File: config.mk
export PLATFORM = sky130hd
export DESIGN_NAME = periph_bus_arbiter
export DESIGN_NICKNAME = d
export VERILOG_FILES = /design/src/rtl/periph_bus_arbiter.sv
export SDC_FILE = /design/constraint.sdc
export NUM_CORES = 1
export LEC_CHECK = 0
export BUFFER_PORTS_ARGS = -buffer_cell sky130_fd_sc_hd__buf_2
export CAP_MARGIN = 10
export CORE_ASPECT_RATIO = 0.75
export CORE_MARGIN = 2
export CORE_UTILIZATION = 44
export CTS_BUF_LIST = sky130_fd_sc_hd__clkbuf_8 sky130_fd_sc_hd__clkbuf_16
export CTS_CLUSTER_SIZE = 28
export DETAILED_ROUTE_END_ITERATION = 7
export PLACE_DENSITY = 0.8
export SYNTH_ARGS = -nofsm -noshare
export SYNTH_HDL_FRONTEND = slang
export SYNTH_SLANG_ARGS = --single-unit
File: constraint.sdc
create_clock -name clk -period 2.05 [get_ports clk]
set_input_delay 0.205 -clock clk [delete_from_list [all_inputs] [get_ports clk]]
set_output_delay 0.205 -clock clk [all_outputs]
set_load 0.01 [all_outputs]
File: src/rtl/periph_bus_arbiter.sv
// ---------------------------------------------------------------------------
// periph_bus_arbiter
//
// Purpose:
//   Shares one peripheral data bus between two bus masters: m0 (CPU) and
//   m1 (debug/DMA port). Requests are arbitrated round-robin and served one
//   at a time. Each transaction drives the bus for a fixed window
//   (GRANT + RD_LAT ISSUE cycles), samples read data on the last ISSUE cycle
//   and returns a one-cycle done pulse to the selected master.
//
// Ports:
//   clk, rst                 system clock (posedge), synchronous active-high reset
//   mX_req                   transaction request, held until mX_gnt
//   mX_addr/mX_w_r/mX_wdata  request fields, sampled when the request wins
//   mX_gnt                   1-cycle pulse: request accepted, fields latched
//   mX_done                  1-cycle pulse: transaction complete
//   mX_rdata                 read data, valid with mX_done and held afterwards
//   bus_addr/bus_w_r/        peripheral bus outputs (idle values when not
//   bus_wr_data              in GRANT/ISSUE)
//   bus_rd_data              read data, driven by the peripheral on negedge
//   bus_busy                 high in every state except IDLE
// ---------------------------------------------------------------------------
module periph_bus_arbiter #(
    parameter int                ADDR_W    = 32,
    parameter int                DATA_W    = 32,
    parameter int                RD_LAT    = 1,
    parameter logic [ADDR_W-1:0] IDLE_ADDR = 32'hFFFF_FFFF
) (
    input  logic              clk,
    input  logic              rst,

    input  logic              m0_req,
    input  logic [ADDR_W-1:0] m0_addr,
    input  logic              m0_w_r,
    input  logic [DATA_W-1:0] m0_wdata,
    output logic              m0_gnt,
    output logic              m0_done,
    output logic [DATA_W-1:0] m0_rdata,

    input  logic              m1_req,
    input  logic [ADDR_W-1:0] m1_addr,
    input  logic              m1_w_r,
    input  logic [DATA_W-1:0] m1_wdata,
    output logic              m1_gnt,
    output logic              m1_done,
    output logic [DATA_W-1:0] m1_rdata,

    output logic [ADDR_W-1:0] bus_addr,
    output logic              bus_w_r,
    output logic [DATA_W-1:0] bus_wr_data,
    input  logic [DATA_W-1:0] bus_rd_data,
    output logic              bus_busy
);

    // Wide enough to hold RD_LAT itself.
    localparam int CNT_W = (RD_LAT < 2) ? 1 : $clog2(RD_LAT + 1);

    typedef enum logic [1:0] {
        S_IDLE  = 2'd0,
        S_GRANT = 2'd1,
        S_ISSUE = 2'd2,
        S_DONE  = 2'd3
    } state_t;

    state_t              state_q,       state_d;
    logic                sel_q,         sel_d;
    logic                last_q,        last_d;
    logic [CNT_W-1:0]    cnt_q,         cnt_d;
    logic [ADDR_W-1:0]   bus_addr_q,    bus_addr_d;
    logic                bus_w_r_q,     bus_w_r_d;
    logic [DATA_W-1:0]   bus_wr_data_q, bus_wr_data_d;
    logic                m0_gnt_q,      m0_gnt_d;
    logic                m1_gnt_q,      m1_gnt_d;
    logic                m0_done_q,     m0_done_d;
    logic                m1_done_q,     m1_done_d;
    logic [DATA_W-1:0]   m0_rdata_q,    m0_rdata_d;
    logic [DATA_W-1:0]   m1_rdata_q,    m1_rdata_d;
    logic                pick_m1;

    // Next-state and next-output logic for the transaction sequencer.
    // Every output is computed one cycle ahead so that it appears from a
    // flop in the same cycle as the state it belongs to: the gnt pulse and
    // the bus drive start together with GRANT, the done pulse and the bus
    // release happen together with DONE.
    // The selected request's fields are latched straight into the bus
    // output registers, which therefore double as the transaction latch
    // (bus_w_r_q still holds the read/write select on the last ISSUE cycle).
    // The round-robin pointer (last_q) only moves when a transaction
    // completes, so an aborted transaction does not change fairness.
    always_comb begin
        state_d       = state_q;
        sel_d         = sel_q;
        last_d        = last_q;
        cnt_d         = cnt_q;
        bus_addr_d    = bus_addr_q;
        bus_w_r_d     = bus_w_r_q;
        bus_wr_data_d = bus_wr_data_q;
        m0_gnt_d      = 1'b0;
        m1_gnt_d      = 1'b0;
        m0_done_d     = 1'b0;
        m1_done_d     = 1'b0;
        m0_rdata_d    = m0_rdata_q;
        m1_rdata_d    = m1_rdata_q;
        pick_m1       = 1'b0;

        case (state_q)
            S_IDLE: begin
                bus_addr_d    = IDLE_ADDR;
                bus_w_r_d     = 1'b1;
                bus_wr_data_d = '0;
                if (m0_req || m1_req) begin
                    // Single requester wins outright; on a tie the master
                    // that was not served last goes first.
                    pick_m1 = (m0_req && m1_req) ? ~last_q : m1_req;
                    sel_d   = pick_m1;
                    if (pick_m1) begin
                        bus_addr_d    = m1_addr;
                        bus_w_r_d     = m1_w_r;
                        bus_wr_data_d = m1_wdata;
                        m1_gnt_d      = 1'b1;
                    end else begin
                        bus_addr_d    = m0_addr;
                        bus_w_r_d     = m0_w_r;
                        bus_wr_data_d = m0_wdata;
                        m0_gnt_d      = 1'b1;
                    end
                    state_d = S_GRANT;
                end
            end

            S_GRANT: begin
                cnt_d   = CNT_W'(RD_LAT);
                state_d = S_ISSUE;
            end

            S_ISSUE: begin
                cnt_d = cnt_q - CNT_W'(1);
                if (cnt_q == CNT_W'(1)) begin
                    // Last ISSUE cycle: the peripheral has had the address
                    // for GRANT + RD_LAT cycles, so its read data is taken
                    // now. Writes leave the master's rdata untouched.
                    if (bus_w_r_q) begin
                        if (sel_q) begin
                            m1_rdata_d = bus_rd_data;
                        end else begin
                            m0_rdata_d = bus_rd_data;
                        end
                    end
                    bus_addr_d    = IDLE_ADDR;
                    bus_w_r_d     = 1'b1;
                    bus_wr_data_d = '0;
                    m0_done_d     = ~sel_q;
                    m1_done_d     = sel_q;
                    state_d       = S_DONE;
                end
            end

            S_DONE: begin
                last_d  = sel_q;
                state_d = S_IDLE;
            end

            default: begin
                state_d = S_IDLE;
            end
        endcase
    end

    // State and output registers. Reset aborts any transaction in flight:
    // the bus returns to its idle values, no done pulse is produced and the
    // captured read data is cleared. The pointer resets to m1 so that m0
    // wins the first tie.
    always_ff @(posedge clk) begin
        if (rst) begin
            state_q       <= S_IDLE;
            sel_q         <= 1'b0;
            last_q        <= 1'b1;
            cnt_q         <= '0;
            bus_addr_q    <= IDLE_ADDR;
            bus_w_r_q     <= 1'b1;
            bus_wr_data_q <= '0;
            m0_gnt_q      <= 1'b0;
            m1_gnt_q      <= 1'b0;
            m0_done_q     <= 1'b0;
            m1_done_q     <= 1'b0;
            m0_rdata_q    <= '0;
            m1_rdata_q    <= '0;
        end else begin
            state_q       <= state_d;
            sel_q         <= sel_d;
            last_q        <= last_d;
            cnt_q         <= cnt_d;
            bus_addr_q    <= bus_addr_d;
            bus_w_r_q     <= bus_w_r_d;
            bus_wr_data_q <= bus_wr_data_d;
            m0_gnt_q      <= m0_gnt_d;
            m1_gnt_q      <= m1_gnt_d;
            m0_done_q     <= m0_done_d;
            m1_done_q     <= m1_done_d;
            m0_rdata_q    <= m0_rdata_d;
            m1_rdata_q    <= m1_rdata_d;
        end
    end

    assign m0_gnt      = m0_gnt_q;
    assign m1_gnt      = m1_gnt_q;
    assign m0_done     = m0_done_q;
    assign m1_done     = m1_done_q;
    assign m0_rdata    = m0_rdata_q;
    assign m1_rdata    = m1_rdata_q;
    assign bus_addr    = bus_addr_q;
    assign bus_w_r     = bus_w_r_q;
    assign bus_wr_data = bus_wr_data_q;

    // Busy is a decode of the state register, so it is glitch-free and
    // aligned with the other registered outputs.
    assign bus_busy    = (state_q != S_IDLE);

endmodule
* Yosys cells after proc, flatten, opt, wreduce, memory -nomap -nowiden *
Cells that the tools add are included.
W data, S select, Z words.

storage, ports and cells
  register bits = 138
  latch bits = 0
  memory bits (writable) = 0
  ROM bits = 0
  output and inout bits = 134
  logic and storage cells = 57
  memories = 0

operators by class
  add/subtract/negate cells = 1
  $mul = 0
  div/mod/pow operators = 0
  $lt $le $gt $ge = 0
  equality and inequality tests = 5
  shift operators = 0
  multiplexer cells = 19
  bitwise operators = 6
  reduce and logical (&&, ||, !) cells = 13

operator list
  kind                   number
  $mux W32               6
  $pmux W32 S2           2
  $pmux W2 S4            1
  $reduce_and A4 Y1      2
  $mux W1                6
  $not A1 Y1             6
  $reduce_and A2 Y1      3
  $reduce_bool A2 Y1     3
  $reduce_or A3 Y1       2
  $eq A2 B2 Y1 const B   2
  $mux W2                2
  $ne A2 B2 Y1 const B   2
  $pmux W1 S2            2
  $eq A2 B1 Y1 const B   1
  $logic_not A2 Y1       1
  $logic_and A1 B1 Y1    1
  $logic_or A1 B1 Y1     1
  $sub A1 B1 Y1 const B  1

* Longest topological paths before layout *
  depth in word-level cells = 5
  gate-level depth with buffers = 8
  gate-level depth less buffers = 5

* Least setup slack after synthesis *
OpenSTA, ideal clock, no wires.

  path kind = register to register
  from = register state_q[0]
  to = register bus_addr_q[10] (netlist: bus_addr[10])
  library setup time = 0.129 ns
  data arrival time = 1.401 ns
  required time = 1.921 ns
  slack = 0.520 ns
  cell stages (with the launch flop) = 7
  clock period less this slack = 1.530 ns
  cells stage by stage = dfxtp_1 inv_1 ha_1 buf_6 nor3b_4 clkbuf_1 a2bb2oi_1

on the way
  longest elaborated chain between the ends = 3
  elaborated cells between the ends (all ways) = 6
  those cells by class = eq/ne: 2; mux: 1; reduce/logical: 3

RTL lines
  item                                                                 line  text
  start: declaration                                                   65    state_t state_q, state_d;
  start signal: assignment                                             189   state_q <= state_d;
  $eq A2 B2 Y1 / $logic_not A2 Y1 (equally long branches)              106   case (state_q)
  $ne A2 B2 Y1 (no line) / $reduce_bool A2 Y1 (equally long branches)  n/a
  $reduce_and A2 Y1 (no line)                                          n/a
  end signal: assignment                                               193   bus_addr_q <= bus_addr_d;
  end: declaration                                                     69    logic [ADDR_W-1:0] bus_addr_q, bus_addr_d;

Several ways; a longest one is shown, not always the timed one.
A chain may end at the register's enable or synchronous reset.

* Worst setup path in the final report *
  from = register state_q[0]
  to = register bus_addr_q[26] (netlist: bus_addr[26])

The elaborated chain is that of the path after synthesis.

==> impl_metrics.tcl <==
set metrics [dict create \
    final.min_clock_period_ns 1.79 \
    die_w_um 131 \
    routabilityCongestion 0.848 \
    worst_setup_path_start_kind "register" \
    final_cell_mix "299 x buf_2, 138 x dfxtp_1, 130 x nand2_1" \
    finalSetupViolations 0 \
    synth_nets 719 \
    max-cap-violations 0 \
    wl_per_cell_um 15.6 \
    arrival_ns 2.09 \
    mostFrequentLayoutCell "buf_2" \
    clkLatencyLatePin_ns 0.40 \
    grtUsageTotal_pct 23.8 \
    maxSlewHeadroom_pct 73.8 \
    drt_iter0_markers 257 \
    grt-ovfl-total 0 \
    ctsResizeCount 0 \
    clk_pin_slew_ns 0.06 \
    drive_gt1_share_pct 41.5 \
    combPwrFrac_pct 28.4 \
    vdd_drop_max_mv 0.755 \
    rsz0062_at_grt "false" \
    htree_levels 4 \
    synth_edf_count 0 \
    total_leakage_power_nw 3.46 \
    cts_tree "yes" \
    power.switching_mw 2.82 \
    power_frac_seq_pct 38.0 \
    drv_slew 0 \
    power.density_mw_per_mm2 1220 \
    fin_nets 1002 \
    cts_buffers 17 \
    fp.dieH_um 99.1 \
    p_int_mw 6.39 \
    grt_pass1_vias 4823 \
    ys_types 33 \
    row_count 34 \
    cts_max_path_buffers 2 \
    post-route-util_pct 64.5 \
    dr.pass1.iters 4 \
    num_vias 5202 \
    cp_max_fo 33 \
    core-area_mm2 0.0117 \
    status "finished, final reports clean" \
    fmax_mhz 559 \
    synth_area_leader_cell "dfxtp_1" \
    port_buffers 299 \
    ys.warnings.count 0 \
    drc 0 \
    synth.yosys.seq_area_share_pct 52.0 \
    syn2layout_area_growth_pct 42.1 \
    timing.final.crit_share_pct 87.2 \
    tns_ns 0 \
    grt_start_max_net_pins 71 \
    synthTopCellsByArea "dfxtp_1 52%, nand2_1 9.2%, a21oi_1 6.2%, mux2i_1 6.0%, a2bb2oi_1 5.6%" \
    routed_wl_um 15700 \
    antenna_left 0 \
    postSynthAreaPerCell_um2 9.65 \
    vias_per_cell 5.16 \
    post_cts_buffers 0 \
    synth_ff_type "dfxtp_1" \
    yosysTopAreaCellShare_pct 52.0 \
    max_slew.worst_pin.slew_ns 0.392 \
    hp-class "in2reg" \
    hpwl_um 11400 \
    p_sw_share_pct 30.6 \
    cts.sinks 138 \
    synth.ff_latch_count 138 \
    reg2reg_slack_ns 0.26 \
    fin_skew_ns 0.0111 \
    endpoint_kind "register" \
    start_util_pct 45.4 \
    io_pins 300 \
    netlist_area_mm2 0.00531 \
    cts-hold-fix-buffers 0 \
    grt_pass1_wl_um 24300 \
    antenna_found_initial 1 \
    path_class "reg2reg" \
    final_hold_viol_count 0 \
    syn_inst 550 \
    clockRootBuffer "clkbuf_16" \
    async_flop_share_pct 0 \
    critPathRequiredTime_ns 2.36 \
    power_frac_clock_pct 33.6 \
    die_area_mm2 0.0130 \
]
==> registers in the layout, indices dropped and copies added (netlist names) <==
name         flops
m1_rdata        32
m0_done          1
sel_q            1
bus_wr_data     32
m1_done          1
bus_addr        32
m1_gnt           1
m0_rdata        32
state_q          2
bus_w_r          1
last_q           1
cnt_q            1
m0_gnt           1
==> per-stage QoR <==
step           hold WS, ns  area (µm²)  cells  power (mW)  worst slack [ns]
3_3_place_gp         0.439        6930    976        6.11             0.351
4_1_cts             0.0378        7540   1008        9.27             0.260
6_report            0.0536        7550   1009        9.21             0.262
2_1_floorplan        0.341        5310    550        5.11             0.520
5_1_grt             0.0299        7550   1009        9.69             0.129
3_5_place_dp         0.442        6930    976        6.15             0.290
==> worst max-delay path, stage by stage (launching register included) <==
cell and delay (ns):
dfxtp_1 0.35, inv_1 0.07, ha_1 0.30, and2b_1 0.29, a211o_1 0.12, buf_4 0.35, a2bb2oi_1 0.23
==> synthesized netlist by cell type (2+ instances only) <==
| master | number |
|---|---|
| inv_1 | 4 |
| buf_4 | 3 |
| o32ai_1 | 33 |
| buf_2 | 22 |
| a2bb2oi_1 | 34 |
| nor2b_1 | 2 |
| mux2i_1 | 32 |
| nand2_1 | 130 |
| o2bb2ai_1 | 32 |
| clkbuf_1 | 18 |
| nor2_1 | 3 |
| nor3_1 | 3 |
| a21oi_1 | 66 |
| ha_1 | 3 |
| a211o_1 | 2 |
| buf_6 | 8 |
| dfxtp_1 | 138 |
| nand3_1 | 2 |
==> worst paths after layout <==
path / startpoint / cells after the start / end
worst max-delay path: state_q[0] / 6 / bus_addr[26]
worst min-delay path: bus_rd_data[18] / 3 / m1_rdata[18]
worst max register to register: state_q[0] / 6 / bus_addr[26]
worst min register to register: m0_rdata[17] / 2 / m0_rdata[17]
==> power by group through the flow <==
stage	Combinational (mW)	Clock [mW]	Sequential, mW
global route	2.84	3.30	3.56
detailed placement	2.63	0	3.53
floorplan	1.39	0	3.72
global placement	2.57	0	3.54
finish	2.61	3.10	3.50
CTS	2.63	3.15	3.49
==> layer usage <==
| layer | share of wire [%] | vias up | track usage, % |
|---|---|---|---|
| li1 | - | 2557 | - |
| met1 | 45 | 2429 | 31.3 |
| met2 | 47 | 198 | 39.2 |
| met3 | 6.9 | 18 | 5.49 |
| met4 | 1.7 | 0 | 7.28 |
| met5 | 0 | - | 0 |
==> cell families after synthesis <==
family | after synthesis | synth area share [%]
AOI/OAI and AO/OA | 172 | 23.7
and+or+nand+nor | 150 | 11.8
buffers and inverters | 55 | 5.75
DFF | 138 | 52.0
adders and majority gates | 3 | 0.707
muxes | 32 | 6.03
==> final cells by class <==
| class | count | area, µm² |
|---|---|---|
| Inverter | 4 | 15.0 |
| Fill cell | 1005 | 4150 |
| Clock inverter | 12 | 148 |
| Sequential cell | 138 | 2760 |
| Timing Repair Buffer | 315 | 1690 |
| Multi-Input combinational cell | 357 | 2260 |
| Tap cell | 162 | 203 |
| Antenna cell | 1 | 2.50 |
| Clock buffer | 20 | 467 |
(Power assumes the default switching activity.)
